File: config.mk
export PLATFORM = sky130hd
export DESIGN_NAME = inst_mem_loader_flat
export DESIGN_NICKNAME = d
export VERILOG_FILES = /design/src/rtl/inst_mem_loader_if.sv /design/src/rtl/inst_mem_loader.sv /design/src/flat_wrapper.sv
export SDC_FILE = /design/constraint.sdc
export NUM_CORES = 1
export LEC_CHECK = 0
export ABC_AREA = 1
export ABC_CLOCK_PERIOD_IN_PS = 4900
export CAP_MARGIN = 10
export CELL_PAD_IN_SITES_DETAIL_PLACEMENT = 1
export CELL_PAD_IN_SITES_GLOBAL_PLACEMENT = 1
export CORE_AREA = 2 2 112 114
export CTS_CLUSTER_DIAMETER = 100
export DETAILED_ROUTE_END_ITERATION = 12
export DIE_AREA = 0 0 114 116
export PLACE_DENSITY_LB_ADDON = 0.1
export RECOVER_POWER = 100
export SLEW_MARGIN = 30
export SYNTH_ARGS = -nofsm -noshare
export SYNTH_HDL_FRONTEND = slang
export SYNTH_SLANG_ARGS = --single-unit
File: constraint.sdc
create_clock -name clk -period 4.9 [get_ports clk]
set_input_delay 0.735 -clock clk [delete_from_list [all_inputs] [get_ports clk]]
set_output_delay 0.735 -clock clk [all_outputs]
set_load 0.01 [all_outputs]
File: src/rtl/inst_mem_loader_if.sv
// -----------------------------------------------------------------------------
// inst_mem_loader_if
//
// Bundles the two buses around the program loader:
//   - byte stream : in_valid / in_byte from the source, in_ready back to it
//   - memory write: mem_we / mem_addr / mem_wdata into the instruction memory
//
// Modports:
//   master - the environment side (byte source plus memory observer)
//   slave  - the loader itself
//
// Parameter:
//   ADDR_WIDTH - word-address width of the instruction memory
// -----------------------------------------------------------------------------
interface inst_mem_loader_if #(
  parameter int ADDR_WIDTH = 10
);
  logic                  in_valid;
  logic [7:0]            in_byte;
  logic                  in_ready;
  logic                  mem_we;
  logic [ADDR_WIDTH-1:0] mem_addr;
  logic [31:0]           mem_wdata;

  modport master (
    output in_valid, in_byte,
    input  in_ready, mem_we, mem_addr, mem_wdata
  );

  modport slave (
    input  in_valid, in_byte,
    output in_ready, mem_we, mem_addr, mem_wdata
  );
endinterface

File: src/rtl/inst_mem_loader.sv
// -----------------------------------------------------------------------------
// inst_mem_loader
//
// Writes a program image, received as a byte stream, into instruction memory
// while holding the CPU in reset. The CPU reset is released only once a
// complete, well-formed image has been written.
//
// Stream: LEN_HI, LEN_LO (big-endian word count N), then N 32-bit words,
// most-significant byte first.
//
// Ports:
//   clk      - system clock, rising edge
//   rst      - asynchronous active-low reset
//   start    - one-cycle pulse; begins a load from IDLE, DONE or ERR
//   bus      - slave side of inst_mem_loader_if (byte stream in, memory write out)
//   cpu_rst  - active-high reset to the CPU
//   done     - image loaded (level, held until the next start)
//   err      - load aborted (level, held until the next start)
//
// Optional feature (macro LOADER_CHECKSUM_EN): one checksum byte follows the
// image; it must equal the XOR of every preceding stream byte, otherwise the
// load ends in ERR with the CPU still in reset.
// -----------------------------------------------------------------------------
module inst_mem_loader #(
  parameter int ADDR_WIDTH = 10
) (
  input  logic                 clk,
  input  logic                 rst,
  input  logic                 start,
  inst_mem_loader_if.slave     bus,
  output logic                 cpu_rst,
  output logic                 done,
  output logic                 err
);

  // Largest word count that fits in memory.
  localparam int unsigned MAX_WORDS = 32'd1 << ADDR_WIDTH;

  typedef enum logic [2:0] {
    S_IDLE,
    S_LEN_HI,
    S_LEN_LO,
    S_DATA,
`ifdef LOADER_CHECKSUM_EN
    S_CSUM,
`endif
    S_FIN,
    S_DONE,
    S_ERR
  } state_t;

  state_t                state;
  logic [7:0]            len_hi;
  logic [15:0]           num_words;
  logic [1:0]            byte_cnt;
  logic [23:0]           asm_q;      // first three bytes of the word in flight
  // One bit wider than the address so N = 2^ADDR_WIDTH does not wrap.
  logic [ADDR_WIDTH:0]   word_idx;
`ifdef LOADER_CHECKSUM_EN
  logic [7:0]            csum;
`endif

  logic                  xfer;
  logic [15:0]           len_word;

  // Ready depends on the state register only, never on in_valid.
  // NOTE: every variable assigned in always_comb gets a default first, so no
  // path leaves it unassigned and no latch is inferred.
  always_comb begin
    bus.in_ready = 1'b0;
    case (state)
      S_LEN_HI, S_LEN_LO, S_DATA: bus.in_ready = 1'b1;
`ifdef LOADER_CHECKSUM_EN
      S_CSUM:                     bus.in_ready = 1'b1;
`endif
      default:                    bus.in_ready = 1'b0;
    endcase
  end

  assign xfer     = bus.in_valid && bus.in_ready;
  assign len_word = {len_hi, bus.in_byte};

  // NOTE: sequential state uses non-blocking assignments so every register
  // samples the pre-edge values, independent of statement order.
  always_ff @(posedge clk or negedge rst) begin
    if (!rst) begin
      state         <= S_IDLE;
      len_hi        <= '0;
      num_words     <= '0;
      byte_cnt      <= '0;
      asm_q         <= '0;
      word_idx      <= '0;
`ifdef LOADER_CHECKSUM_EN
      csum          <= '0;
`endif
      bus.mem_we    <= 1'b0;
      bus.mem_addr  <= '0;
      bus.mem_wdata <= '0;
      cpu_rst       <= 1'b1;
      done          <= 1'b0;
      err           <= 1'b0;
    end else begin
      bus.mem_we <= 1'b0;  // strobe lasts exactly one cycle

      case (state)
        S_IDLE: begin
          if (start) state <= S_LEN_HI;
        end

        S_LEN_HI: begin
          if (xfer) begin
            len_hi <= bus.in_byte;
`ifdef LOADER_CHECKSUM_EN
            csum   <= csum ^ bus.in_byte;
`endif
            state  <= S_LEN_LO;
          end
        end

        S_LEN_LO: begin
          if (xfer) begin
            num_words <= len_word;
`ifdef LOADER_CHECKSUM_EN
            csum      <= csum ^ bus.in_byte;
`endif
            if (32'(len_word) > MAX_WORDS) begin
              err   <= 1'b1;
              state <= S_ERR;
            end else if (len_word == 16'd0) begin
`ifdef LOADER_CHECKSUM_EN
              state <= S_CSUM;
`else
              state <= S_FIN;
`endif
            end else begin
              state <= S_DATA;
            end
          end
        end

        S_DATA: begin
          if (xfer) begin
            byte_cnt <= byte_cnt + 2'd1;
            asm_q    <= {asm_q[15:0], bus.in_byte};
`ifdef LOADER_CHECKSUM_EN
            csum     <= csum ^ bus.in_byte;
`endif
            if (byte_cnt == 2'd3) begin
              bus.mem_we    <= 1'b1;
              bus.mem_addr  <= word_idx[ADDR_WIDTH-1:0];
              bus.mem_wdata <= {asm_q, bus.in_byte};
              word_idx      <= word_idx + 1'b1;
              if (32'(word_idx) + 32'd1 == 32'(num_words)) begin
`ifdef LOADER_CHECKSUM_EN
                state <= S_CSUM;
`else
                state <= S_FIN;
`endif
              end
            end
          end
        end

`ifdef LOADER_CHECKSUM_EN
        S_CSUM: begin
          if (xfer) begin
            if (bus.in_byte == csum) begin
              state <= S_FIN;
            end else begin
              err   <= 1'b1;
              state <= S_ERR;
            end
          end
        end
`endif

        // The last write strobe occupies this cycle, so the CPU leaves reset
        // strictly after it.
        S_FIN: begin
          done    <= 1'b1;
          cpu_rst <= 1'b0;
          state   <= S_DONE;
        end

        S_DONE, S_ERR: begin
          if (start) begin
            done     <= 1'b0;
            err      <= 1'b0;
            cpu_rst  <= 1'b1;
            byte_cnt <= '0;
            word_idx <= '0;
`ifdef LOADER_CHECKSUM_EN
            csum     <= '0;
`endif
            state    <= S_LEN_HI;
          end
        end

        default: state <= S_IDLE;
      endcase
    end
  end

endmodule
File: src/flat_wrapper.sv
// flat-port wrapper written by rule: the top's interface ports become plain ports
module inst_mem_loader_flat 
#(
  parameter int ADDR_WIDTH = 10
)
  (clk, rst, start, cpu_rst, done, err, bus_in_valid, bus_in_byte, bus_in_ready, bus_mem_we, bus_mem_addr, bus_mem_wdata);
  inst_mem_loader_if #(.ADDR_WIDTH(ADDR_WIDTH)) bus_i ();
  input  logic clk;
  input  logic rst;
  input  logic start;
  output logic cpu_rst;
  output logic done;
  output logic err;
  input wire logic [$bits(bus_i.in_valid)-1:0] bus_in_valid;
  input wire logic [$bits(bus_i.in_byte)-1:0] bus_in_byte;
  output wire logic [$bits(bus_i.in_ready)-1:0] bus_in_ready;
  output wire logic [$bits(bus_i.mem_we)-1:0] bus_mem_we;
  output wire logic [$bits(bus_i.mem_addr)-1:0] bus_mem_addr;
  output wire logic [$bits(bus_i.mem_wdata)-1:0] bus_mem_wdata;
  assign bus_i.in_valid = bus_in_valid;
  assign bus_i.in_byte = bus_in_byte;
  assign bus_in_ready = bus_i.in_ready;
  assign bus_mem_we = bus_i.mem_we;
  assign bus_mem_addr = bus_i.mem_addr;
  assign bus_mem_wdata = bus_i.mem_wdata;
  inst_mem_loader #(.ADDR_WIDTH(ADDR_WIDTH)) u_core (.clk(clk), .rst(rst), .start(start), .bus(bus_i), .cpu_rst(cpu_rst), .done(done), .err(err));
endmodule
==> flow_summary.toml, run 1 <==
[die]
die_area_mm2 = 0.0132
rows = 40
ios = 59
chipWidth_um = 114
fp.coreArea_mm2 = 0.0119
die_y_um = 116
start_util = 0.397

[clocking]
ctsHoldBuffers = 0
cts_resized = 0
clkLatencyLatePin_ps = 360
clkSinkCount = 110
cts_made_buffers = 9
htreeDepth = 3
clk_pin_slew_ps = 80
clockBufferDepth = 2
cts_tree = "yes"
cts_setup_buffers = 0
clock-root-buffer = "clkbuf_16"

[routing]
drc = 0
dr.pass1.iters = 4
viasPerCell = 5.07
drt_iter0_markers = 139
wirelength_um = 12300
wire_per_inst_um = 15.8
dr_total_vias = 3931
antenna_left = 0

[setup_path]
arrival_ps = 3720
critPathCaptureType = "flip-flop"
start_kind = "flip-flop"
cp.required_ps = 5180
crit_path_max_fanout = 44
worstSetupPathType = "flip-flop to flip-flop"

[timing]
finalMaxSlewViolations = 29
finalHoldViolations = 0
setup_tns_ps = 0
min_period_ps = 3440
max_freq_mhz = 290
clock_skew_ps = 9.90
finalSetupViolCount = 0
rsz0062_at_grt = "false"
fin_crit_sh = 0.703
tightest_slew_ps = 1630
relSlewSlack = -0.0843

[synth]
synth_area_mm2 = 0.00473
yosysMostFrequentCell = "nand2_1"
async_reset_ff_frac = 1.00
netlist_instances = 569
ys_ff_latch = 110
synth-seq-area-share = 0.582
yosysTopAreaCellShare = 0.577
synth_top_area_cell = "dfrtp_1"
yosys_warnings = 0
yosysUniqueCellTypes = 26
syn_avg_cell_area_um2 = 8.31
synth-edff-count = 0
synthesis.nets = 583
synth_common_cells = "nand2_1, dfrtp_1, inv_1"
yosys-top-cells-area = "dfrtp_1, nand2_1, o21ai_0, inv_1, o21ai_1"
synth_flop_cell = "dfrtp_1"

[final_layout]
num-fill-cells = 1444
final_cell_area_mm2 = 0.00574
fin_cells = 776
syn_to_final_growth_pct = 21.4
drive_gt1_frac = 0.0413
antenna_cells = 0
final_core_util = 0.482
nNetsFinal = 638

[grt]
grt_util_all_layers = 0.203
grt_overflow = 0
grt_pass1_vias = 4136
grt_pass1_wl_um = 20900
grt_start_max_net_pins = 84
antenna_found_initial = 0

[place]
hpwlAfterDp_um = 8780
dp_cells = 760
routabilityCongestion = 0.839
placed_cell_area_mm2 = 0.00545
numPortBuffers = 58

[worst_hold_path]
hold_class = "primary input to async pin"

[power_and_ir_drop]
ir_drop_mv = 0.343
leakage_nw = 2.84
power.density_mw_per_mm2 = 611

[outcome]
failed_checks = "max-capacitance violations, max-slew violations"
status = "complete, but fails checks"

[flow_run]
maxCapViolCount = 1
[path summary, 6_finish.rpt]
path / start / to / slack (ps) / depth (start not counted)
max in group asynchronous: rst / u_core.asm_q[20] / 2500 / 2
min in group clk: u_core.bus.mem_wdata[29] / u_core.bus.mem_wdata[29] / 470 / 2
worst max-delay path: u_core.state[0] / u_core.word_idx[0] / 1460 / 12
worst max register to register: u_core.state[0] / u_core.word_idx[0] / 1460 / 12
worst min register to register: u_core.bus.mem_wdata[29] / u_core.bus.mem_wdata[29] / 470 / 2
worst min-delay path: rst / u_core.bus.mem_wdata[28] / 430 / 1
[worst max-delay path, stage by stage, from the launching register on]
cell and delay (ps):
dfrtp_1 400, inv_1 90, nor3_1 450, clkinv_1 260, nor2_2 120, buf_4 290
inv_1 320, nor3_1 240, buf_4 270, inv_2 260, buf_4 350, nor2_1 170
o21bai_1 130
[kinds of logic (layout without fill, tap and decap cells)]
logic type                 count (synthesis)  count (layout)  synth area share
DFF                                      110             110             0.582
adders and majority gates                  2               2           0.00529
buffers and inverters                     88             148            0.0733
and+or+nand+nor                          272             272             0.232
AOI/OAI and AO/OA                         97              97             0.107
[flip-flops by register name, indices dropped and copies added, names as in the netlist]
name / cells
u_core.len_hi: 8
u_core.num_words: 16
u_core.asm_q: 24
u_core.done: 1
u_core.bus.mem_wdata: 32
u_core.bus.mem_addr: 10
u_core.word_idx: 11
u_core.byte_cnt: 2
u_core.state: 3
u_core.bus.mem_we: 1
u_core.err: 1
u_core.cpu_rst: 1
[stage by stage]
step	worst slack [ps]	hold slack, ps	total power [mW]
after detailed placement	1400	459	2.85
final	1460	427	3.51
after CTS	1750	457	3.65
after global placement	1470	457	2.78
after global routing	993	483	3.80
after floorplan	3070	439	2.24
[placed cells by master, fill, tap and decap left out, types with 5 or more instances in the layout]
cell / netlist / final
o22ai_1: 6 / 6
clkdlybuf4s50_1: 0 / 9
dfrtp_1: 109 / 109
o21ai_0: 52 / 83
nor3_1: 3 / 5
clkbuf_16: 0 / 9
nand2_1: 200 / 200
nor2_1: 33 / 33
inv_1: 64 / 66
nand3_1: 26 / 26
dlygate4sd3_1: 0 / 48
[layer usage]
layer | track usage | share of wire | vias to the layer above | routed length, µm
li1 | - | - | 1905 | -
met1 | 0.274 | 0.49 | 1947 | 5950
met2 | 0.334 | 0.47 | 65 | 5760
met3 | 0.0439 | 0.029 | 14 | 360
met4 | 0.0577 | 0.014 | 0 | 174
met5 | 0 | 0 | - | 0
[report_power, final]
group	internal, mW	switching, mW	total [mW]
clock network	0.429	0.344	0.773
registers	1.30	0.252	1.55
logic	0.485	0.703	1.19
total	2.21	1.30	3.51
[final cells by class]
class,instances,area [µm²],area share
sequential,110,2750,0.480
multi-input combinational,371,1620,0.282
timing repair buffer,63,612,0.107
inverter,69,259,0.0451
clock buffer,11,253,0.0440
tap,147,184,0.0320
clock inverter,5,63.8,0.0111
(Power assumes the default switching activity.)
==> inputs of run 2 (changes only) <==
ABC_CLOCK_PERIOD_IN_PS = 2800   (was 4900)
CORE_AREA = 2 2 117 119   (was 2 2 112 114)
DIE_AREA = 0 0 119 121   (was 0 0 114 116)
clock period = 2.8 ns   (was 4.9 ns; I/O delays follow)
==> run 2 against run 1 <==
The flow now finishes without violations. Via count fell by 0.99%. Flip-flop and latch count is the same. First-iteration DRC count grew 6.5%. Wire length shrank 1.7%. Largest power group unchanged. Highest routed layer unchanged.
==> flow_summary.toml, run 2 (synthesis results as in run 1) <==
[timing]
finalHoldViolations = 0
setup_slack_ps = 444
finalSetupViolCount = 0
fin_crit_sh = 0.841
relSlewSlack = 0.254
clock_skew_ps = 5.73
tightest_slew_ps = 1120
max_freq_mhz = 424
setup_tns_ps = 0
finalMaxSlewViolations = 0
min_period_ps = 2360
rsz0062_at_grt = "false"

[clocking]
htreeDepth = 3
cts_tree = "yes"
clock-root-buffer = "clkbuf_16"
cts_setup_buffers = 0
cts_made_buffers = 9
clockBufferDepth = 2
clkSinkCount = 110
clkLatencyLatePin_ps = 360
clk_pin_slew_ps = 70

[grt]
grt_start_max_net_pins = 91
grt_pass1_vias = 4043
grt_overflow = 0
grt_util_all_layers = 0.179
grt_pass1_wl_um = 20200
antenna_found_initial = 0

[setup_path]
cp_slowest_stage_delay_ps = 440
worstSetupPathType = "flip-flop to flip-flop"
start_kind = "flip-flop"
crit_path_max_fanout = 31
cpMaxStageDelayCell = "nor3_1"
cp.required_ps = 3030
crit_path_frequent_cell = "nor2_1"
path_cells = "inv_1, nor3_1, inv_2, nor2_1, buf_4, nor2_1, a21oi_1, clkbuf_2, o21ai_0"
arrival_ps = 2590
critPathCaptureType = "flip-flop"

[routing]
drt_iter0_markers = 148
wire_per_inst_um = 14.9
wirelength_um = 12000
antenna_left = 0
dr.pass1.iters = 4
dr_total_vias = 3892
drc = 0
viasPerCell = 4.81

[final_layout]
antenna_cells = 0
multi_input_area_mm2 = 0.00162
nNetsFinal = 642
drive_gt1_frac = 0.0458
num-fill-cells = 1520
largest_reg_flops = 32
syn_to_final_growth_pct = 22.7
top_register = "u_core.bus.mem_wdata"
largestRegisters = "u_core.bus.mem_wdata (32), u_core.asm_q (24), u_core.num_words (16)"
most-common-layout-cells = "nand2_1, dfrtp_1, o21ai_0"
final_common_cell = "nand2_1"
seqCellArea_mm2 = 0.00275

[power_and_ir_drop]
power.density_mw_per_mm2 = 1040
leakage_nw = 2.87
ir_drop_mv = 0.351

[place]
routabilityCongestion = 0.795
pre_cts_slack_ps = 494
hpwlAfterDp_um = 8530
numPortBuffers = 58

[die]
die_y_um = 121
die_area_mm2 = 0.0144
rows = 42
ios = 59
fp.coreArea_mm2 = 0.0131
start_util = 0.362
chipWidth_um = 119

[flow_run]
maxCapViolCount = 0

[outcome]
status = "finished, final reports clean"

[worst_hold_path]
hold_class = "flip-flop to flip-flop"
-- run 2: stage by stage --
stage / total power [mW] / cells / hold WS, ps / cell area [µm²] / util
2_1_floorplan: 3.92 / 569 / 124 / 4730 / -
3_3_place_gp: 4.84 / 792 / 326 / 5530 / 0.422
3_5_place_dp: 4.94 / 792 / 327 / 5530 / 0.422
4_1_cts: 6.29 / 809 / 477 / 5840 / 0.446
5_1_grt: 6.58 / 809 / 503 / 5810 / 0.444
6_report: 6.06 / 809 / 465 / 5810 / 0.444
-- run 2: layout make-up --
cell class,count,area share
clock buffer,10,0.0394
sequential,110,0.474
tap,176,0.0379
timing repair buffer,67,0.112
multi-input combinational,371,0.279
inverter,69,0.0446
clock inverter,6,0.0121
-- run 2: what timing repair did --
| action | in CTS | in global routing |
|---|---|---|
| gates resized for setup | 0 | 0 |
| hold endpoints to repair | 20 | 0 |
| hold buffers | 1 | 0 |
-- run 2: worst paths after layout --
path | startpoint | endpoint | slack [ps] | cells after the start
max in group asynchronous | rst | u_core.bus.mem_wdata[7] | 610 | 3
worst max register to register | u_core.state[0] | u_core.word_idx[9] | 440 | 9
worst min-delay path | u_core.bus.mem_wdata[26] | u_core.bus.mem_wdata[26] | 470 | 2
worst min register to register | u_core.bus.mem_wdata[26] | u_core.bus.mem_wdata[26] | 470 | 2
worst max-delay path | u_core.state[0] | u_core.word_idx[9] | 440 | 9
min in group asynchronous | rst | u_core.asm_q[22] | 790 | 2
-- run 2: metal layers --
| metal | part of all wire | track usage | vias up |
|---|---|---|---|
| li1 | - | - | 1909 |
| met1 | 0.47 | 0.234 | 1904 |
| met2 | 0.49 | 0.301 | 65 |
| met3 | 0.032 | 0.0287 | 14 |
| met4 | 0.017 | 0.0692 | 0 |
| met5 | 0 | 0 | - |
-- run 2: critical path: cells and delay by family (launching register included) --
kind	cells	cell delay [ps]
buffers and inverters	4	810
flip-flops	1	410
AND/OR/NAND/NOR	3	740
AO/OA/AOI/OAI	2	270
-- run 2: power breakdown --
group          switching (mW)  leakage, nW  internal (mW)
sequential              0.423         1.38           2.27
clock                   0.610        0.146          0.704
combinational            1.20         1.34          0.855
total                    2.23         2.87           3.83
==> inputs of run 3 (changes only) <==
ABC_CLOCK_PERIOD_IN_PS = 2200   (was 2800)
CORE_AREA = 2 2 112 114   (was 2 2 117 119)
DIE_AREA = 0 0 114 116   (was 0 0 119 121)
clock period = 2.2 ns   (was 2.8 ns; I/O delays follow)
==> run 3 against run 2 <==
Clock skew hardly changed. First-iteration DRC count up 26%. Final cell count decreased by 2.3%.
==> flow_summary.toml, run 3 (synthesis results as in run 1) <==
[outcome]
status = "finished, final reports clean"

[die]
rows = 40
fp.coreArea_mm2 = 0.0119
ios = 59
start_util = 0.397
die_y_um = 116
chipWidth_um = 114
die_area_mm2 = 0.0132

[final_layout]
top_register = "u_core.bus.mem_wdata"
largest_reg_flops = 32
largestRegisters = "u_core.bus.mem_wdata (32), u_core.asm_q (24), u_core.num_words (16)"
drive_gt1_frac = 0.0715
most-common-layout-cells = "nand2_1, dfrtp_1, o21ai_0"
antenna_cells = 0
num-fill-cells = 1447
final_common_cell = "nand2_1"
syn_to_final_growth_pct = 24.4
final_cell_area_mm2 = 0.00589
final_core_util = 0.494
nNetsFinal = 652

[clocking]
cts_made_buffers = 9
htreeDepth = 3
cts_tree = "yes"
clock-root-buffer = "clkbuf_16"
clockBufferDepth = 2
cts_setup_buffers = 0
clk_pin_slew_ps = 70
clkSinkCount = 110
clkLatencyLatePin_ps = 350

[timing]
finalHoldViolations = 0
max_freq_mhz = 489
setup_slack_ps = 154
setup_tns_ps = 0
finalSetupViolCount = 0
clock_skew_ps = 5.47
fin_crit_sh = 0.930
min_period_ps = 2050
finalMaxSlewViolations = 0
rsz0062_at_grt = "false"
tightest_slew_ps = 685
relSlewSlack = 0.543

[routing]
antenna_left = 0
dr.pass1.iters = 4
wire_per_inst_um = 15.1
viasPerCell = 4.95
wirelength_um = 12000
drc = 0
dr_total_vias = 3907
drt_iter0_markers = 187

[flow_run]
maxCapViolCount = 0

[power_and_ir_drop]
power.density_mw_per_mm2 = 1330
ir_drop_mv = 0.466
p_total_mw = 7.80
leakage_nw = 2.91

[grt]
busiest_layer = "met2"
grt_start_max_net_pins = 76
grt_pass1_vias = 3871
use_met3 = 0.0377
grt_pass1_wl_um = 19900
antenna_found_initial = 0
grt_overflow = 0
grt_util_met2 = 0.315
grt_util_all_layers = 0.197
grt_use_met1 = 0.267

[place]
hpwlAfterDp_um = 8750
routabilityCongestion = 0.828
numPortBuffers = 58
pre_cts_slack_ps = 26.9
placed_cell_area_mm2 = 0.00558

[setup_path]
crit_start = "u_core.state[1]"
reg2reg_to = "u_core.bus.mem_wdata[22]"
worstSetupPathType = "flip-flop to output port"
r2r-start = "u_core.state[0]"
start_kind = "flip-flop"
cp.required_ps = 1870
arrival_ps = 1720
crit_end = "bus_in_ready"
reg2reg_slack_ps = 220
critPathCaptureType = "output port"
reg2regPathDepth = 10
crit_path_max_fanout = 4

[worst_hold_path]
hold_class = "flip-flop to flip-flop"
min_from = "u_core.bus.mem_wdata[24]"
[run 3: cell types whose count changed in the layout (fill, tap and decap cells not counted), moves of 3 or more]
cell,before,now
o21ai_1,2,6
buf_4,3,10
nor2_1,34,31
o21ai_0,81,77
[run 3: layout make-up]
cell class | count | area [µm²] | share of cell area
Clock inverter | 4 | 55.1 | 0.00935
Sequential cell | 110 | 2750 | 0.468
Multi-Input combinational cell | 371 | 1660 | 0.281
Tap cell | 147 | 184 | 0.0312
Clock buffer | 12 | 246 | 0.0419
Inverter | 69 | 259 | 0.0440
Timing Repair Buffer | 77 | 733 | 0.125
[run 3: layer usage]
metal | routed length (µm) | vias up
met2 | 5740 | 58
met1 | 5630 | 1900
li1 | - | 1937
met5 | 0 | -
met3 | 398 | 12
met4 | 188 | 0
[run 3: through the flow]
stage | std cells | hold WS [ps]
floorplan | 569 | 34.4
global placement | 773 | 177
CTS | 790 | 337
global route | 790 | 496
finish | 790 | 467
detailed placement | 773 | 177
[run 3: what timing repair did]
item                                    CTS  global route
gates resized for setup                   0             9
endpoints found under the hold margin     9             0
endpoints found under the setup margin    0            14
hold buffers                              1             0
[run 3: power breakdown]
group | internal [mW] | switching, mW
logic | 1.13 | 1.59
registers | 2.89 | 0.535
clock network | 0.922 | 0.737
[run 3: how the worst min path moves through the flow]
| stage | slack, ps | end | cells past startpoint |
|---|---|---|---|
| finish | 470 | u_core.bus.mem_wdata[24] | 2 |
| CTS | 340 | u_core.bus.mem_wdata[31] | 2 |
| global placement | 180 | u_core.bus.mem_wdata[31] | 1 |
| floorplan | 30 | u_core.asm_q[0] | 0 |
| detailed placement | 180 | u_core.bus.mem_wdata[31] | 1 |
| global route | 500 | u_core.bus.mem_wdata[25] | 2 |
[run 3: critical path, stage by stage (launching register included)]
cell             delay [ps]
dfrtp_1                 420
inv_1                   140
a21oi_2                 230
clkdlybuf4s50_1         570
